<file path="src/rtl/sodor5_lockstep_monitor.sv">
// sodor5_lockstep_monitor
//   Observer for the two-copy Sodor 5-stage information-flow harness.
//   After a start pulse it waits WARMUP_CYCLES cycles. It then compares the
//   two copies' load-buffer table and mem-stage PC for up to CHECK_WINDOW
//   cycles. The first divergence is captured: a sticky flag, the cause mask,
//   the armed-cycle index and both LB addresses.
//
//   Optional feature macro: LB_DATA_CHECK_EN
//     defined     -> div_cause[2] (LB data mismatch) is active.
//     not defined -> div_cause[2] is tied 0 and lb_data1/2 are ignored.
//
//   Handshake: start is a single-cycle request with no ready. It is accepted
//   only in IDLE or DONE and silently dropped in WARMUP and ARMED. The result
//   outputs are valid while done=1 and hold until the next accepted start.
//
//   fsm_state exposes the controller state for observation:
//   0=IDLE, 1=WARMUP, 2=ARMED, 3=DONE.
module sodor5_lockstep_monitor #(
  parameter int XLEN          = 32,
  parameter int WARMUP_CYCLES = 6,
  parameter int CHECK_WINDOW  = 16,
  parameter int CNT_W         = 8
) (
  input  logic             clock,
  input  logic             reset,
  input  logic             start,
  input  logic             lb_valid1,
  input  logic             lb_valid2,
  input  logic [XLEN-1:0]  lb_addr1,
  input  logic [XLEN-1:0]  lb_addr2,
  input  logic [XLEN-1:0]  lb_data1,
  input  logic [XLEN-1:0]  lb_data2,
  input  logic [XLEN-1:0]  mem_pc1,
  input  logic [XLEN-1:0]  mem_pc2,
  output logic             armed,
  output logic             diverged,
  output logic [3:0]       div_cause,
  output logic [CNT_W-1:0] div_cycle,
  output logic [XLEN-1:0]  snap_addr1,
  output logic [XLEN-1:0]  snap_addr2,
  output logic             done,
  output logic             pass,
  output logic [1:0]       fsm_state
);

  typedef enum logic [1:0] {
    S_IDLE   = 2'd0,
    S_WARMUP = 2'd1,
    S_ARMED  = 2'd2,
    S_DONE   = 2'd3
  } state_t;

  localparam logic [CNT_W-1:0] WARM_LAST = CNT_W'(WARMUP_CYCLES - 1);
  localparam logic [CNT_W-1:0] WIN_LAST  = CNT_W'(CHECK_WINDOW - 1);

  state_t           state;
  state_t           state_nxt;
  logic [CNT_W-1:0] cnt;
  logic [CNT_W-1:0] cnt_nxt;
  logic [3:0]       cause;
  logic             mismatch;
  logic             clear_run;
  logic             capture;
  logic             window_end;

`ifndef LB_DATA_CHECK_EN
  // Data ports are not compared in this build; fold them into one ignored net.
  logic unused_data;
  assign unused_data = ^{lb_data1, lb_data2};
`endif

  // Per-cycle divergence cause from the current inputs of both copies.
  always_comb begin
    cause    = 4'b0000;
    cause[0] = lb_valid1 ^ lb_valid2;
    cause[1] = lb_valid1 & lb_valid2 & (lb_addr1 != lb_addr2);
`ifdef LB_DATA_CHECK_EN
    cause[2] = lb_valid1 & lb_valid2 & (lb_data1 != lb_data2);
`else
    cause[2] = 1'b0;
`endif
    cause[3] = (mem_pc1 != mem_pc2);
    mismatch = |cause;
  end

  // Next-state logic plus the strobes that drive the result registers.
  always_comb begin
    state_nxt  = state;
    cnt_nxt    = cnt;
    clear_run  = 1'b0;
    capture    = 1'b0;
    window_end = 1'b0;
    case (state)
      S_IDLE, S_DONE: begin
        if (start) begin
          state_nxt = S_WARMUP;
          cnt_nxt   = '0;
          clear_run = 1'b1;
        end
      end
      S_WARMUP: begin
        if (cnt == WARM_LAST) begin
          state_nxt = S_ARMED;
          cnt_nxt   = '0;
        end else begin
          cnt_nxt = cnt + CNT_W'(1);
        end
      end
      S_ARMED: begin
        if (mismatch) begin
          state_nxt = S_DONE;
          capture   = 1'b1;
        end else if (cnt == WIN_LAST) begin
          state_nxt  = S_DONE;
          window_end = 1'b1;
        end else begin
          cnt_nxt = cnt + CNT_W'(1);
        end
      end
      default: begin
        state_nxt = S_IDLE;
        cnt_nxt   = '0;
      end
    endcase
  end

  // State register and shared warm-up/window counter.
  always_ff @(posedge clock or posedge reset) begin
    if (reset) begin
      state <= S_IDLE;
      cnt   <= '0;
    end else begin
      state <= state_nxt;
      cnt   <= cnt_nxt;
    end
  end

  // Result registers: cleared by an accepted start, loaded on the first mismatch.
  always_ff @(posedge clock or posedge reset) begin
    if (reset) begin
      diverged   <= 1'b0;
      div_cause  <= 4'b0000;
      div_cycle  <= '0;
      snap_addr1 <= '0;
      snap_addr2 <= '0;
      done       <= 1'b0;
    end else if (clear_run) begin
      diverged   <= 1'b0;
      div_cause  <= 4'b0000;
      div_cycle  <= '0;
      snap_addr1 <= '0;
      snap_addr2 <= '0;
      done       <= 1'b0;
    end else if (capture) begin
      diverged   <= 1'b1;
      div_cause  <= cause;
      div_cycle  <= cnt;
      snap_addr1 <= lb_addr1;
      snap_addr2 <= lb_addr2;
      done       <= 1'b1;
    end else if (window_end) begin
      done <= 1'b1;
    end
  end

  assign armed     = (state == S_ARMED);
  assign pass      = done & ~diverged;
  assign fsm_state = state;

endmodule

</file>
<file path="config.mk">
export PLATFORM = sky130hd
export DESIGN_NAME = sodor5_lockstep_monitor
export DESIGN_NICKNAME = d
export VERILOG_FILES = /design/src/rtl/sodor5_lockstep_monitor.sv
export SDC_FILE = /design/constraint.sdc
export NUM_CORES = 1
export LEC_CHECK = 0
export CORE_MARGIN = 4
export CORE_UTILIZATION = 38
export CTS_CLUSTER_SIZE = 14
export DETAILED_ROUTE_END_ITERATION = 8
export GPL_ROUTABILITY_DRIVEN = 0
export PLACE_DENSITY = 0.85
export SETUP_SLACK_MARGIN = 0.1
export SLEW_MARGIN = 25
export SYNTH_ARGS = -nofsm -noshare
export SYNTH_HDL_FRONTEND = slang
export SYNTH_SLANG_ARGS = --single-unit
</file>
<file path="constraint.sdc">
create_clock -name clock -period 3.6 [get_ports clock]
set_input_delay 0.72 -clock clock [delete_from_list [all_inputs] [get_ports clock]]
set_output_delay 0.72 -clock clock [all_outputs]
set_load 0.005 [all_outputs]
</file>
# Word level (Yosys, flattened, before mapping)
# Index checks and enable logic that the tools add are counted.
# W data, S select, Z words.
# word_totals
reg_bits	88
inputBits	197
word_cells	63
# classes
add_sub_neg	1
n_eq_ne	12
n_mux	30
bitwise_logic	5
n_reduce_logical	7
# ops
op	count
$mux W32	4
$ne A32 B32 Y1	2
$mux W8	6
$pmux W8 S3	1
$mux W1	12
$add A8 B1 Y8 const B	1
$eq A8 B3 Y1 const B	1
$eq A8 B4 Y1 const B	1
$mux W2	4
$mux W4	2
$ne A2 B2 Y1 const B	4
$pmux W2 S3	1
$reduce_and A3 Y1	2
$eq A2 B2 Y1 const B	2
$and A1 B1 Y1	3
$ne A3 B1 Y1 const B	1
$reduce_bool A3 Y1	1
$reduce_or A3 Y1	1
$eq A2 B1 Y1 const B	1
$logic_not A2 Y1	1
$reduce_bool A2 Y1	1
$reduce_or A2 Y1	1
$not A1 Y1	1
$xor A1 B1 Y1	1

# Logic depth before layout (Yosys ltp)
# depth
word_depth	8
ltp_mapped	10

# Worst setup path after synthesis
# No wires, ideal clock.
# synth_path
path_type	in2reg
startpoint	input port lb_addr1[17]
endpoint	register snap_addr1[0]
arrival_ps	2244
required_ps	3468
setup_slack_ps	1225
path_stages	10
path_buffers	3
path_cell_list	xnor2_1 > nand4_1 > nor4_1 > a21boi_1 > o31a_1 > buf_2 > buf_6 > buf_6 > mux2i_1 > nor2_1
# synth_between
elab_chain_len	6
# synth_lines
item	line_no	source
start: declaration	29	input logic [XLEN-1:0] lb_addr1,
$ne A32 B32 Y1	76	cause[1] = lb_valid1 & lb_valid2 & (lb_addr1 != lb_addr2);
$and A1 B1 Y1	76	
$reduce_or A3 Y1	83	mismatch = |cause;
$mux W1	110	if (mismatch) begin
$mux W1	93	case (state)
$reduce_bool A2 Y1 (no source line)	--	
end signal: assignment	158	snap_addr1 <= lb_addr1;
end: declaration	39	output logic [XLEN-1:0] snap_addr1,
# Every way passes these cells.
# A chain may end at the register's enable or synchronous reset.

# Final worst setup path
# layout_path
startpoint	input port lb_addr1[5]
endpoint	register cnt[7]
# layout_between
elab_chain_len	5
# layout_lines
item	line_no	source
$ne A32 B32 Y1	76	
$and A1 B1 Y1	76	
$reduce_or A3 Y1	83	
$ne A2 B2 Y1 (no source line)	--	
$reduce_and A3 Y1 (no source line)	--	
end signal: assignment	134	cnt <= cnt_nxt;
end: declaration	58	logic [CNT_W-1:0] cnt;
# Every way passes these cells.

==> impl_metrics.csv <==
group,metric,value,unit
setup_path,r2r_end,"cnt[4]",
setup_path,path_delay_family,"simple AND/OR/NAND/NOR gates",
setup_path,reg2reg_depth,6,
timing,tns,0,ns
power_and_ir_drop,ir_drop,0.337,mV
logic_synthesis,ys_ff_latch,87,
setup_path,cp_slowest_cell,"clkdlybuf4s50_1",
status,status,"completed",
logic_synthesis,synth-edff-count,0,
timing,max_freq,325,MHz
logic_synthesis,synth_fp_nets,627,
worst_hold_path,hp-class,"reg -> reg",
setup_path,critPathLaunch,"lb_addr1[5]",
logic_synthesis,netlist_area,0.00454,mm2
timing,rsz0062_at_grt,"no",
logic_synthesis,ys_top_cells_by_area,"dfrtp_1 48%, mux2i_1 15%, xnor2_1 12%",
setup_path,crit_path_end_kind,"flip-flop",
grt,first_global_vias,4135,
setup_path,required,3.84,ns
floorplan,start_util,39.2,%
cells_and_area,multiInputGateArea,0.00222,mm2
logic_synthesis,ys_types,41,
place,dp_slack,0.245,ns
route,avgRoutedWirePerCell,18.6,um
logic_synthesis,synth_common_cells,"87 x dfrtp_1, 76 x nor2_1, 70 x mux2i_1, 64 x xnor2_1, 18 x nand2_1",
grt,antenna_found_initial,2,
logic_synthesis,synth_top_area_cell,"dfrtp_1",
cells_and_area,fillers,929,
cells_and_area,nNetsFinal,837,
timing,finalWorstPathRequiredPeriod,3.07,ns
logic_synthesis,synth_flop_cell,"dfrtp_1",
power_and_ir_drop,power,4.41,mW
grt,grt_max_degree,51,
cells_and_area,seq_area,0.00218,mm2
cts,clock_latency,0.33,ns
cells_and_area,fin_area,0.00717,mm2
place,dp_hpwl,11.3,mm
cts,cts_hold_buf,0,
cells_and_area,area_growth_syn_to_layout,58.1,%
timing,setup_violations,0,
route,drt-total-wl,14.6,mm
floorplan,core_area,0.0116,mm2
floorplan,pin_count,279,
logic_synthesis,synth-seq-area-share,48.0,%
setup_path,path_cells,"clkdlybuf4s50_1, xnor2_1, nand4_1, nor4_1, buf_4, a21boi_1, nor4_4, o211ai_1, o31ai_1",
place,place_area,0.00684,mm2
route,dr.first_iter.drc_count,121,
cells_and_area,finish.utilization,62.0,%
floorplan,rows,39,
cts,cts.path.max_buffers,2,
floorplan,dieArea,0.0138,mm2
route,drc,0,
cells_and_area,drive_gt1_share,4.39,%
setup_path,crit_end,"cnt[7]",
logic_synthesis,syn-mean-instance-area,10.7,um2
floorplan,die_height,117,um
cts,clock_sinks,87,
timing,relSlewSlack,47.9,%
cts,numCtsBuffers,9,
power_and_ir_drop,power_leakage,2.92,nW
cts,cts_resized,0,
timing,finalHoldViolCount,0,
timing,setup_ws,0.526,ns
timing,holdWs,0.511,ns
route,drt-pass1-iter-count,4,
setup_path,cp.arrival,3.31,ns
setup_path,worst-path-buf-inv,2,
grt,grt_overflow,0,
setup_path,reg2reg_slack,1.26,ns
logic_synthesis,syn_inst,424,
setup_path,cp-start-kind,"input port",
logic_synthesis,yosysMostFrequentCell,"dfrtp_1",
setup_path,cpPeakStageDelay,0.48,ns
setup_path,timing.rr.start,"cnt[4]",
timing,worstMarginPinSlew,0.781,ns
cts,htreeDepth,3,
logic_synthesis,synthDominantCellAreaShare,48.0,%
route,vias,3964,
route,antenna_left,0,
cts,cts_tree,"done",
floorplan,die_w,117,um
setup_path,cp.depth,9,
cells_and_area,final_cell_count_no_fill,782,
cts,post_cts_buffers,0,
timing,fin_skew,0.00582,ns
place,port_buffers,213,
flow_run,max-cap-violations,0,
logic_synthesis,synthArstFlopShare,100,%
setup_path,critical_path_class,"in -> reg",
timing,period_share,85.4,%
route,vias_per_cell,5.07,
grt,grt_pass1_wl,21.7,mm
grt,grt_usage,20.8,%
power_and_ir_drop,power.density,615,mW/mm2
logic_synthesis,yosys_warnings,0,
setup_path,crit_fanout,6,
timing,slew_viol_final,0,
place,place_inst,766,
cts,cts_root_buf,"clkbuf_16",
cts,clk_pin_slew,0.06,ns
==> cell usage in the layout, fill, tap and decap left out, types with 2 or more instances in the layout <==
cell type / count
clkdlybuf4s50_1: 213
dfrtp_1: 87
nor2_1: 76
mux2i_1: 70
xnor2_1: 64
nand2_1: 18
nand4_1: 16
clkbuf_16: 9
o21ai_0: 7
inv_1: 6
ha_1: 6
nor4_1: 4
o21ai_1: 4
nand3_1: 4
nand2b_1: 4
buf_12: 4
and3_1: 3
nor2b_1: 3
o21bai_1: 3
o32ai_1: 3
bufinv_16: 3
buf_4: 3
mux2_2: 2
o221ai_1: 2
o2bb2ai_1: 2
a211oi_1: 2
==> cells by family after synthesis <==
| logic type | synth area share [%] |
|---|---|
| buffers and inverters | 3.23 |
| other | 0.0826 |
| xor gates and xnor gates | 12.4 |
| and+or+nand+nor | 13.3 |
| AOI/OAI and AO/OA | 5.46 |
| adders and majority gates | 1.65 |
| muxes | 15.9 |
| DFF | 48.0 |
==> sequential cells by signal, indices dropped and copies added, names as in the netlist <==
register / flops
div_cycle: 8
snap_addr2: 32
diverged: 1
snap_addr1: 32
div_cause: 3
cnt: 8
done: 1
fsm_state: 2
==> cell type report <==
class | count | share of cell area (%)
repair buffers | 220 | 31.2
clock inverters | 5 | 1.48
multi-input cells | 309 | 30.9
diodes | 1 | 0.0349
well taps | 143 | 2.49
clock buffers | 10 | 3.19
flip-flops and latches | 87 | 30.4
inverters | 7 | 0.384
==> routing by layer <==
metal / wire, um / up-vias / track usage [%]
li1: - / 1870 / -
met1: 5410 / 1879 / 22.7
met2: 7150 / 181 / 36.2
met3: 1580 / 32 / 7.61
met4: 433 / 2 / 8.79
met5: 10 / - / 0
==> how the worst min path moves through the flow <==
stage	endpoint	cells past startpoint	slack, ns	start
finish	done	1	0.51	done
global route	snap_addr2[16]	2	0.54	snap_addr2[16]
detailed placement	done	1	0.50	done
floorplan	done	1	0.50	done
CTS	done	1	0.52	done
global placement	done	1	0.50	done
==> report_power, final <==
part	internal, mW	switching, mW	leakage, nW
combinational	1.05	0.909	1.60
sequential	1.24	0.151	1.16
clock	0.677	0.383	0.159
total	2.97	1.44	2.92
(Power assumes the default switching activity.)
